[src/rtl/perf_mon_pkg.sv]
// perf_mon_pkg: shared constants and helpers for the performance monitor.
//   - Counter index map (cycle, instruction, first generic event channel).
//   - Default event-channel mapping for the cpu hookup.
//   - Saturating-increment helpers shared by the counter cells and the
//     optional shadow bank, so both agree on the post-update value.
package perf_mon_pkg;

    localparam int CYC_IDX     = 0;
    localparam int INST_IDX    = 1;
    localparam int EVT_BASE    = 2;

    localparam int CNT_W_DEF   = 32;
    localparam int NUM_EVT_DEF = 4;

    // Default meaning of the generic event channels.
    typedef enum logic [1:0] {
        DHIT = 2'd0,
        IHIT = 2'd1,
        DREQ = 2'd2,
        IREQ = 2'd3
    } evt_map_e;

    // Next value of a saturating counter; callers zero-extend into 64 bits
    // and truncate the result back to their own width.
    function automatic logic [63:0] sat_next(input logic [63:0] cnt,
                                             input logic [63:0] max_v,
                                             input logic        inc,
                                             input logic        hold,
                                             input logic        clr);
        logic [63:0] r;
        if (clr) begin
            r = 64'd0;
        end else if (hold || !inc || (cnt == max_v)) begin
            r = cnt;
        end else begin
            r = cnt + 64'd1;
        end
        return r;
    endfunction

    // True when an increment is attempted on a counter already at its maximum.
    function automatic logic sat_hit(input logic [63:0] cnt,
                                     input logic [63:0] max_v,
                                     input logic        inc,
                                     input logic        hold,
                                     input logic        clr);
        return !clr && !hold && inc && (cnt == max_v);
    endfunction

endpackage

[src/rtl/perf_monitor_if.sv]
// perf_monitor_if: counter readback bus of the performance monitor.
//   rd_sel    counter index (0 cycle, 1 instruction, 2.. events)
//   rd_shadow 1 = read shadow copy (only meaningful with PERF_MON_SNAPSHOT_EN)
//   rd_data   registered counter value, one cycle after rd_sel is sampled
// master = reader (cpu/testbench side), slave = perf_monitor.
interface perf_monitor_if #(
    parameter int NUM_EVT = 4,
    parameter int CNT_W   = 32
);
    localparam int SEL_W = $clog2(NUM_EVT + 2);

    logic [SEL_W-1:0] rd_sel;
    logic             rd_shadow;
    logic [CNT_W-1:0] rd_data;

    modport master (output rd_sel, output rd_shadow, input rd_data);
    modport slave  (input rd_sel, input rd_shadow, output rd_data);
endinterface

[src/rtl/perf_sat_counter.sv]
// perf_sat_counter: one W-bit saturating event counter with sticky overflow.
//   clk, rst_n  clock, asynchronous active-low reset
//   inc_i       count request this cycle
//   clr_i       synchronous clear of count and overflow flag (dominant)
//   hold_i      freeze the counter (monitor inactive)
//   count_o     registered count, holds at 2^W-1
//   ovf_o       sticky flag, set by the first increment attempted at 2^W-1
module perf_sat_counter
    import perf_mon_pkg::*;
#(
    parameter int W = CNT_W_DEF
) (
    input  logic         clk,
    input  logic         rst_n,
    input  logic         inc_i,
    input  logic         clr_i,
    input  logic         hold_i,
    output logic [W-1:0] count_o,
    output logic         ovf_o
);
    localparam logic [63:0] MAX_V = 64'({W{1'b1}});

    logic [W-1:0] count_q, count_d;
    logic         ovf_q, ovf_d;

    // Next count and sticky overflow.
    always_comb begin
        count_d = W'(sat_next(64'(count_q), MAX_V, inc_i, hold_i, clr_i));
        if (clr_i) begin
            ovf_d = 1'b0;
        end else begin
            ovf_d = ovf_q | sat_hit(64'(count_q), MAX_V, inc_i, hold_i, clr_i);
        end
    end

    // Counter state registers.
    always_ff @(posedge clk or negedge rst_n) begin
        if (!rst_n) begin
            count_q <= {W{1'b0}};
            ovf_q   <= 1'b0;
        end else begin
            count_q <= count_d;
            ovf_q   <= ovf_d;
        end
    end

    assign count_o = count_q;
    assign ovf_o   = ovf_q;
endmodule

[src/rtl/perf_monitor.sv]
// perf_monitor: cycle / retired-instruction / event statistics beside the cpu.
// Optional feature macro: PERF_MON_SNAPSHOT_EN (shadow copy captured by snap_i).
//   clk, rst_n  clock, asynchronous active-low reset
//   en_i        counting enable
//   clr_i       synchronous clear of counters, ovf, timeout and frozen
//   retire_i    instruction-retire strobe
//   hlt_i       processor halt; freezes counting from the next cycle
//   evt_i       per-channel event strobes
//   snap_i      capture post-update counter values into the shadow bank
//   rd_bus      readback bus (rd_sel, rd_shadow in; registered rd_data out)
//   ovf_o       sticky per-counter saturation flags
//   frozen_o    counting stopped (halt or watchdog)
//   timeout_o   sticky watchdog flag (WDOG_LIMIT = 0 disables)
module perf_monitor
    import perf_mon_pkg::*;
#(
    parameter int NUM_EVT    = NUM_EVT_DEF,
    parameter int CNT_W      = CNT_W_DEF,
    parameter int WDOG_LIMIT = 100000
) (
    input  logic               clk,
    input  logic               rst_n,
    input  logic               en_i,
    input  logic               clr_i,
    input  logic               retire_i,
    input  logic               hlt_i,
    input  logic [NUM_EVT-1:0] evt_i,
    input  logic               snap_i,
    perf_monitor_if.slave      rd_bus,
    output logic [NUM_EVT+1:0] ovf_o,
    output logic               frozen_o,
    output logic               timeout_o
);
    localparam int          NCNT    = NUM_EVT + 2;
    localparam logic [63:0] CNT_MAX = 64'({CNT_W{1'b1}});
    localparam logic [63:0] WDOG_V  = 64'(WDOG_LIMIT);

    logic             active_s;
    logic             hold_s;
    logic [NCNT-1:0]  inc_s;
    logic [CNT_W-1:0] cnt_s [NCNT];
    logic [NCNT-1:0]  ovf_s;
    logic [63:0]      cyc_post_s;
    logic             wdog_trip_s;

    logic             frozen_q, frozen_d;
    logic             timeout_q, timeout_d;
    logic [CNT_W-1:0] rd_data_q, rd_data_d;

    // Activity qualifier, strobe vector and watchdog comparison.
    always_comb begin
        active_s                  = en_i & ~frozen_q;
        hold_s                    = ~active_s;
        inc_s                     = {NCNT{1'b0}};
        inc_s[CYC_IDX]            = 1'b1;
        inc_s[INST_IDX]           = retire_i;
        inc_s[EVT_BASE +: NUM_EVT] = evt_i;
        // The watchdog compares the value the cycle counter will hold after
        // this edge, so the trip cycle itself is counted.
        cyc_post_s  = sat_next(64'(cnt_s[CYC_IDX]), CNT_MAX, 1'b1, hold_s, 1'b0);
        wdog_trip_s = (WDOG_V != 64'd0) && active_s && (cyc_post_s == WDOG_V);
    end

    for (genvar g = 0; g < NCNT; g++) begin : g_cnt
        perf_sat_counter #(.W(CNT_W)) u_cnt (
            .clk     (clk),
            .rst_n   (rst_n),
            .inc_i   (inc_s[g]),
            .clr_i   (clr_i),
            .hold_i  (hold_s),
            .count_o (cnt_s[g]),
            .ovf_o   (ovf_s[g])
        );
    end

    // Freeze and watchdog flags; clr dominates halt and watchdog trips.
    always_comb begin
        if (clr_i) begin
            frozen_d  = 1'b0;
            timeout_d = 1'b0;
        end else begin
            frozen_d  = frozen_q | (active_s & (hlt_i | wdog_trip_s));
            timeout_d = timeout_q | wdog_trip_s;
        end
    end

`ifdef PERF_MON_SNAPSHOT_EN
    logic [CNT_W-1:0] shadow_q [NCNT];

    // Shadow bank takes the post-update values of the snap cycle.
    always_ff @(posedge clk or negedge rst_n) begin
        if (!rst_n) begin
            for (int k = 0; k < NCNT; k++) begin
                shadow_q[k] <= {CNT_W{1'b0}};
            end
        end else if (snap_i) begin
            for (int k = 0; k < NCNT; k++) begin
                shadow_q[k] <= CNT_W'(sat_next(64'(cnt_s[k]), CNT_MAX, inc_s[k],
                                               hold_s, clr_i));
            end
        end else begin
            for (int k = 0; k < NCNT; k++) begin
                shadow_q[k] <= shadow_q[k];
            end
        end
    end

    // Readback mux: live or shadow, out-of-range indices read zero.
    always_comb begin
        rd_data_d = {CNT_W{1'b0}};
        if (int'(rd_bus.rd_sel) < NCNT) begin
            if (rd_bus.rd_shadow) begin
                rd_data_d = shadow_q[rd_bus.rd_sel];
            end else begin
                rd_data_d = cnt_s[rd_bus.rd_sel];
            end
        end else begin
            rd_data_d = {CNT_W{1'b0}};
        end
    end
`else
    logic unused_s;
    assign unused_s = snap_i ^ rd_bus.rd_shadow;

    // Readback mux: live counters only, out-of-range indices read zero.
    always_comb begin
        rd_data_d = {CNT_W{1'b0}};
        if (int'(rd_bus.rd_sel) < NCNT) begin
            rd_data_d = cnt_s[rd_bus.rd_sel];
        end else begin
            rd_data_d = {CNT_W{1'b0}};
        end
    end
`endif

    // Control flags and registered readback.
    always_ff @(posedge clk or negedge rst_n) begin
        if (!rst_n) begin
            frozen_q  <= 1'b0;
            timeout_q <= 1'b0;
            rd_data_q <= {CNT_W{1'b0}};
        end else begin
            frozen_q  <= frozen_d;
            timeout_q <= timeout_d;
            rd_data_q <= rd_data_d;
        end
    end

    assign rd_bus.rd_data = rd_data_q;
    assign ovf_o          = ovf_s;
    assign frozen_o       = frozen_q;
    assign timeout_o      = timeout_q;
endmodule

[src/flat_wrapper.sv]
// flat-port wrapper written by rule: the top's interface ports become plain ports
module perf_monitor_flat import perf_mon_pkg::*;
#(
    parameter int NUM_EVT    = NUM_EVT_DEF,
    parameter int CNT_W      = CNT_W_DEF,
    parameter int WDOG_LIMIT = 100000
)
  (clk, rst_n, en_i, clr_i, retire_i, hlt_i, evt_i, snap_i, ovf_o, frozen_o, timeout_o, rd_bus_rd_sel, rd_bus_rd_shadow, rd_bus_rd_data);
  perf_monitor_if #(.NUM_EVT(NUM_EVT), .CNT_W(CNT_W)) rd_bus_i ();
  input  logic clk;
  input  logic rst_n;
  input  logic en_i;
  input  logic clr_i;
  input  logic retire_i;
  input  logic hlt_i;
  input  logic [NUM_EVT-1:0] evt_i;
  input  logic snap_i;
  output logic [NUM_EVT+1:0] ovf_o;
  output logic frozen_o;
  output logic timeout_o;
  input wire logic [$bits(rd_bus_i.rd_sel)-1:0] rd_bus_rd_sel;
  input wire logic [$bits(rd_bus_i.rd_shadow)-1:0] rd_bus_rd_shadow;
  output wire logic [$bits(rd_bus_i.rd_data)-1:0] rd_bus_rd_data;
  assign rd_bus_i.rd_sel = rd_bus_rd_sel;
  assign rd_bus_i.rd_shadow = rd_bus_rd_shadow;
  assign rd_bus_rd_data = rd_bus_i.rd_data;
  perf_monitor #(.NUM_EVT(NUM_EVT), .CNT_W(CNT_W), .WDOG_LIMIT(WDOG_LIMIT)) u_core (.clk(clk), .rst_n(rst_n), .en_i(en_i), .clr_i(clr_i), .retire_i(retire_i), .hlt_i(hlt_i), .evt_i(evt_i), .snap_i(snap_i), .rd_bus(rd_bus_i), .ovf_o(ovf_o), .frozen_o(frozen_o), .timeout_o(timeout_o));
endmodule
[config.mk]
export PLATFORM = sky130hd
export DESIGN_NAME = perf_monitor_flat
export DESIGN_NICKNAME = d
export VERILOG_FILES = /design/src/rtl/perf_mon_pkg.sv /design/src/rtl/perf_monitor_if.sv /design/src/rtl/perf_sat_counter.sv /design/src/rtl/perf_monitor.sv /design/src/flat_wrapper.sv
export SDC_FILE = /design/constraint.sdc
export NUM_CORES = 1
export LEC_CHECK = 0
export ABC_AREA = 1
export CAP_MARGIN = 30
export CORE_ASPECT_RATIO = 0.5
export CORE_UTILIZATION = 45
export DETAILED_ROUTE_END_ITERATION = 7
export PLACE_DENSITY = 0.63
export SETUP_SLACK_MARGIN = 0.2
export SLEW_MARGIN = 5
export SYNTH_ARGS = -nofsm -noshare
export SYNTH_HDL_FRONTEND = slang
export SYNTH_SLANG_ARGS = --single-unit
[constraint.sdc]
create_clock -name clk -period 2.55 [get_ports clk]
set_input_delay 0.255 -clock clk [delete_from_list [all_inputs] [get_ports clk]]
set_output_delay 0.255 -clock clk [all_outputs]
set_load 0.02 [all_outputs]
==> flow_summary.toml <==
[setup_path]
crit_path_end_kind = "register"
path_cells = "ha_2 > inv_2 > nor2_4 > nand2_4 > nor2_4 > nand2_8 > buf_12 > nand3b_4 > nand2_2 > nor2_2 > nand2_1 > nor2_1 > nand2_1 > nor2_1 > nand2_1 > nand2_1 > nand2_1 > a21oi_2"
cp.required_ns = 3.02
worstSetupStartpointType = "register"
crit_top_cell = "nand2_1"
cp_data_arrival_time_ns = 2.77
cp_max_fo = 8
slowest_delay_ns = 0.35
critical_path.slowest_cell = "dfrtp_1"
path_class = "register to register"

[clocking]
clkLatencyLatePin_ns = 0.54
cts_tree = "done"
cts.path.max_buffers = 3
clkTransAtPathRegs_ns = 0.06
numCtsBuffers = 24
clock-root-buffer = "clkbuf_16"
cts.sinks = 232
h-tree-depth = 1

[layout]
final_util_pct = 56.2
antenna_cells = 0
fin_nets = 2157
nFillCells = 2954
postLayoutCellArea_um2 = 17100
syn_to_final_growth_pct = 22.2
drive_gt1_share_pct = 13.4

[hold_path]
min_path_type = "input pin to register"

[grt]
grt_usage_pct = 27.6
grt_pass1_vias = 13100
antenna_found_initial = 0
grt_pass1_wl_um = 69400
grt_max_degree = 115
overflow = 0

[placed_design]
gp_congestion = 0.926
io_buffer_count = 52
hpwlAfterDp_um = 32000
postPlaceCellArea_um2 = 15600

[yosys]
ys_seq_elements = 232
syn_inst = 2007
yosysWarnings = 0
syn_avg_cell_area_um2 = 6.99
ys_seq_area_share_pct = 41.4
ys.flop_type = "dfrtp_1"
async_reset_ff_share_pct = 100
synth_edf_count = 0
synth_area_um2 = 14000
ys_types = 47
syn-num-nets = 2028

[sta]
tightestPinTransition_ns = 0.678
hold_viol_final = 0
finalHoldWorstSlack_ns = 0.152
min_period_ns = 2.30
max_clock_freq_ghz = 0.435
setup_viol = 0
min_period_over_period_pct = 90.1
slew_headroom_pct = 54.4
rsz0062_at_grt = "true"
slew_viol_final = 0
clock_skew_ns = 0.0110

[power_and_ir_drop]
vdd_drop_max_v = 0.000374
power_density_nw_per_um2 = 489
leakage_nw = 7.01

[floorplanning]
die_h_um = 127
fp-row-count = 45
die-width_um = 252
die_area_um2 = 31900
ios = 55
core_um2 = 30500
start_util_pct = 46.0

[run]
cap_violations = 0

[route]
drc_errors = 0
postRouteAntennaNets = 0
vias_per_cell = 5.51
drtIter0Drc = 1203
wirelength_um = 44300
firstDrtPassIters = 6
vias = 14200
wl_per_cell_um = 17.2

[outcome]
status = "complete, no violations"
[final timing paths]
kind / from / endpoint / slack, ns / cells past startpoint
worst min-delay path: clr_i / u_core.g_cnt[0].u_cnt.count_o[6]$_DFF_PN0_ / 0.15 / 2
worst max register to register: u_core.g_cnt[0].u_cnt.count_o[1]$_DFF_PN0_ / u_core.frozen_o$_DFF_PN0_ / 0.25 / 18
worst min register to register: u_core.g_cnt[3].u_cnt.count_o[2]$_DFFE_PN0P_ / u_core.g_cnt[3].u_cnt.count_o[2]$_DFFE_PN0P_ / 0.45 / 1
worst max-delay path: u_core.g_cnt[0].u_cnt.count_o[1]$_DFF_PN0_ / u_core.frozen_o$_DFF_PN0_ / 0.25 / 18
min in group asynchronous: rst_n / u_core.g_cnt[5].u_cnt.count_o[2]$_DFFE_PN0P_ / 0.23 / 2
max in group asynchronous: rst_n / u_core.g_cnt[1].u_cnt.count_o[6]$_DFFE_PN0P_ / 1.55 / 3
[metal layers]
metal | GRT usage [%] | up-vias | part of all wire [%]
met5 | 0 | - | 0
li1 | - | 6943 | -
met1 | 40.0 | 6742 | 46
met2 | 42.1 | 446 | 44
met4 | 7.21 | 0 | 2.1
met3 | 5.21 | 75 | 7.1
[worst max-delay path: cells and delay by family (launching register included)]
family | cells | cell delay, ns
compound gates | 1 | 0.10
buf+inv | 2 | 0.20
fa+ha+maj | 1 | 0.20
flops | 1 | 0.35
simple gates | 14 | 1.36
[stage by stage]
stage | TNS (ns) | worst slack (ns) | std cells | total power, mW
final | 0 | 0.252 | 2576 | 8.37
after global routing | 0 | 0.0771 | 2576 | 8.67
after CTS | 0 | 0.166 | 2557 | 8.42
after detailed placement | -0.0136 | -0.0136 | 2510 | 4.58
after global placement | 0 | 0.0193 | 2510 | 4.58
after floorplan | 0 | 0.452 | 2007 | 4.19
[state kept, by name, indices dropped and copies added, names as in the netlist]
signal and cells:
u_core.timeout_o 1, u_core.g_cnt.u_cnt.ovf_o 6, u_core.frozen_o 1, u_core.rd_bus.rd_data 32
u_core.g_cnt.u_cnt.count_o 192
[area by class of cell]
type | instances | area, um2 | area share (%)
multi-input cells | 1435 | 7320 | 42.7
flip-flops and latches | 232 | 5810 | 33.9
repair buffers | 178 | 1630 | 9.50
inverters | 265 | 1000 | 5.84
clock buffers | 33 | 716 | 4.18
well taps | 423 | 529 | 3.09
clock inverters | 10 | 131 | 0.767
[synthesized netlist by cell type (3+ instances only)]
library cell / number / share of area (%)
a2bb2oi_1: 3 / 0.19
inv_1: 259 / 6.9
a211oi_1: 5 / 0.27
nor3_1: 113 / 4.0
o21a_1: 12 / 0.64
o21ai_0: 223 / 8.0
o211ai_1: 34 / 1.8
xor2_1: 10 / 0.62
inv_2: 4 / 0.11
a21oi_1: 133 / 4.7
o31ai_1: 7 / 0.37
clkbuf_1: 49 / 1.3
nand2_2: 6 / 0.27
nor3_2: 4 / 0.29
nand2_1: 442 / 12
nor2_1: 200 / 5.4
nand3_1: 101 / 3.6
nor2_2: 6 / 0.27
nor3b_1: 3 / 0.16
ha_1: 6 / 0.54
nor2_4: 3 / 0.24
buf_2: 4 / 0.14
nor4_1: 29 / 1.3
buf_1: 12 / 0.32
and3_1: 4 / 0.18
buf_4: 8 / 0.43
buf_6: 3 / 0.24
a31oi_1: 11 / 0.49
nand3b_1: 3 / 0.16
dfrtp_1: 232 / 41
nand4_1: 53 / 2.4
xnor2_1: 3 / 0.19
[repair_timing]
| item | in CTS | in global routing |
|---|---|---|
| endpoints found under the hold margin | 53 | 0 |
| cloned | 1 | 1 |
| gates resized for setup | 9 | 110 |
| setup buffers | 2 | 18 |
| pin swaps | 3 | 32 |
| hold buffers | 1 | 0 |
| endpoints found under the setup margin | 17 | 93 |
[placed cells by master, fill, tap and decap left out, types with 5 or more instances in the layout]
cell type / instances
o211ai_1: 34
o21ai_0: 216
nand3_1: 88
clkbuf_8: 6
dfrtp_1: 232
nor3_1: 97
a31oi_1: 11
xor2_1: 10
nor2_4: 9
clkinv_2: 6
nand2_2: 13
clkbuf_16: 26
nor4_1: 24
nor3_2: 16
buf_4: 112
a211oi_1: 5
nand4_1: 53
nor2_2: 34
clkdlybuf4s50_1: 49
nand2_4: 5
nand3_2: 12
nor2_1: 166
o31ai_1: 7
inv_1: 253
a21oi_1: 132
inv_2: 8
o21ai_1: 8
buf_12: 10
nand2_1: 431
o21a_1: 12
[where the power goes]
part / total [mW] / leakage (nW) / switching (mW) / internal [mW]
logic: 0.779 / 3.38 / 0.532 / 0.246
registers: 3.75 / 3.21 / 0.0229 / 3.73
clock network: 3.84 / 0.420 / 1.58 / 2.26
total: 8.37 / 7.01 / 2.13 / 6.24
[logic make-up after synthesis]
family | after synthesis | share of synthesized area [%]
AO/OA/AOI/OAI | 441 | 17.2
XOR/XNOR | 13 | 0.812
adder cells (fa/ha/maj) | 6 | 0.535
buffers and inverters | 341 | 9.54
flip-flops | 232 | 41.4
AND/OR/NAND/NOR | 974 | 30.5
Power figures use the tool's default switching activity.
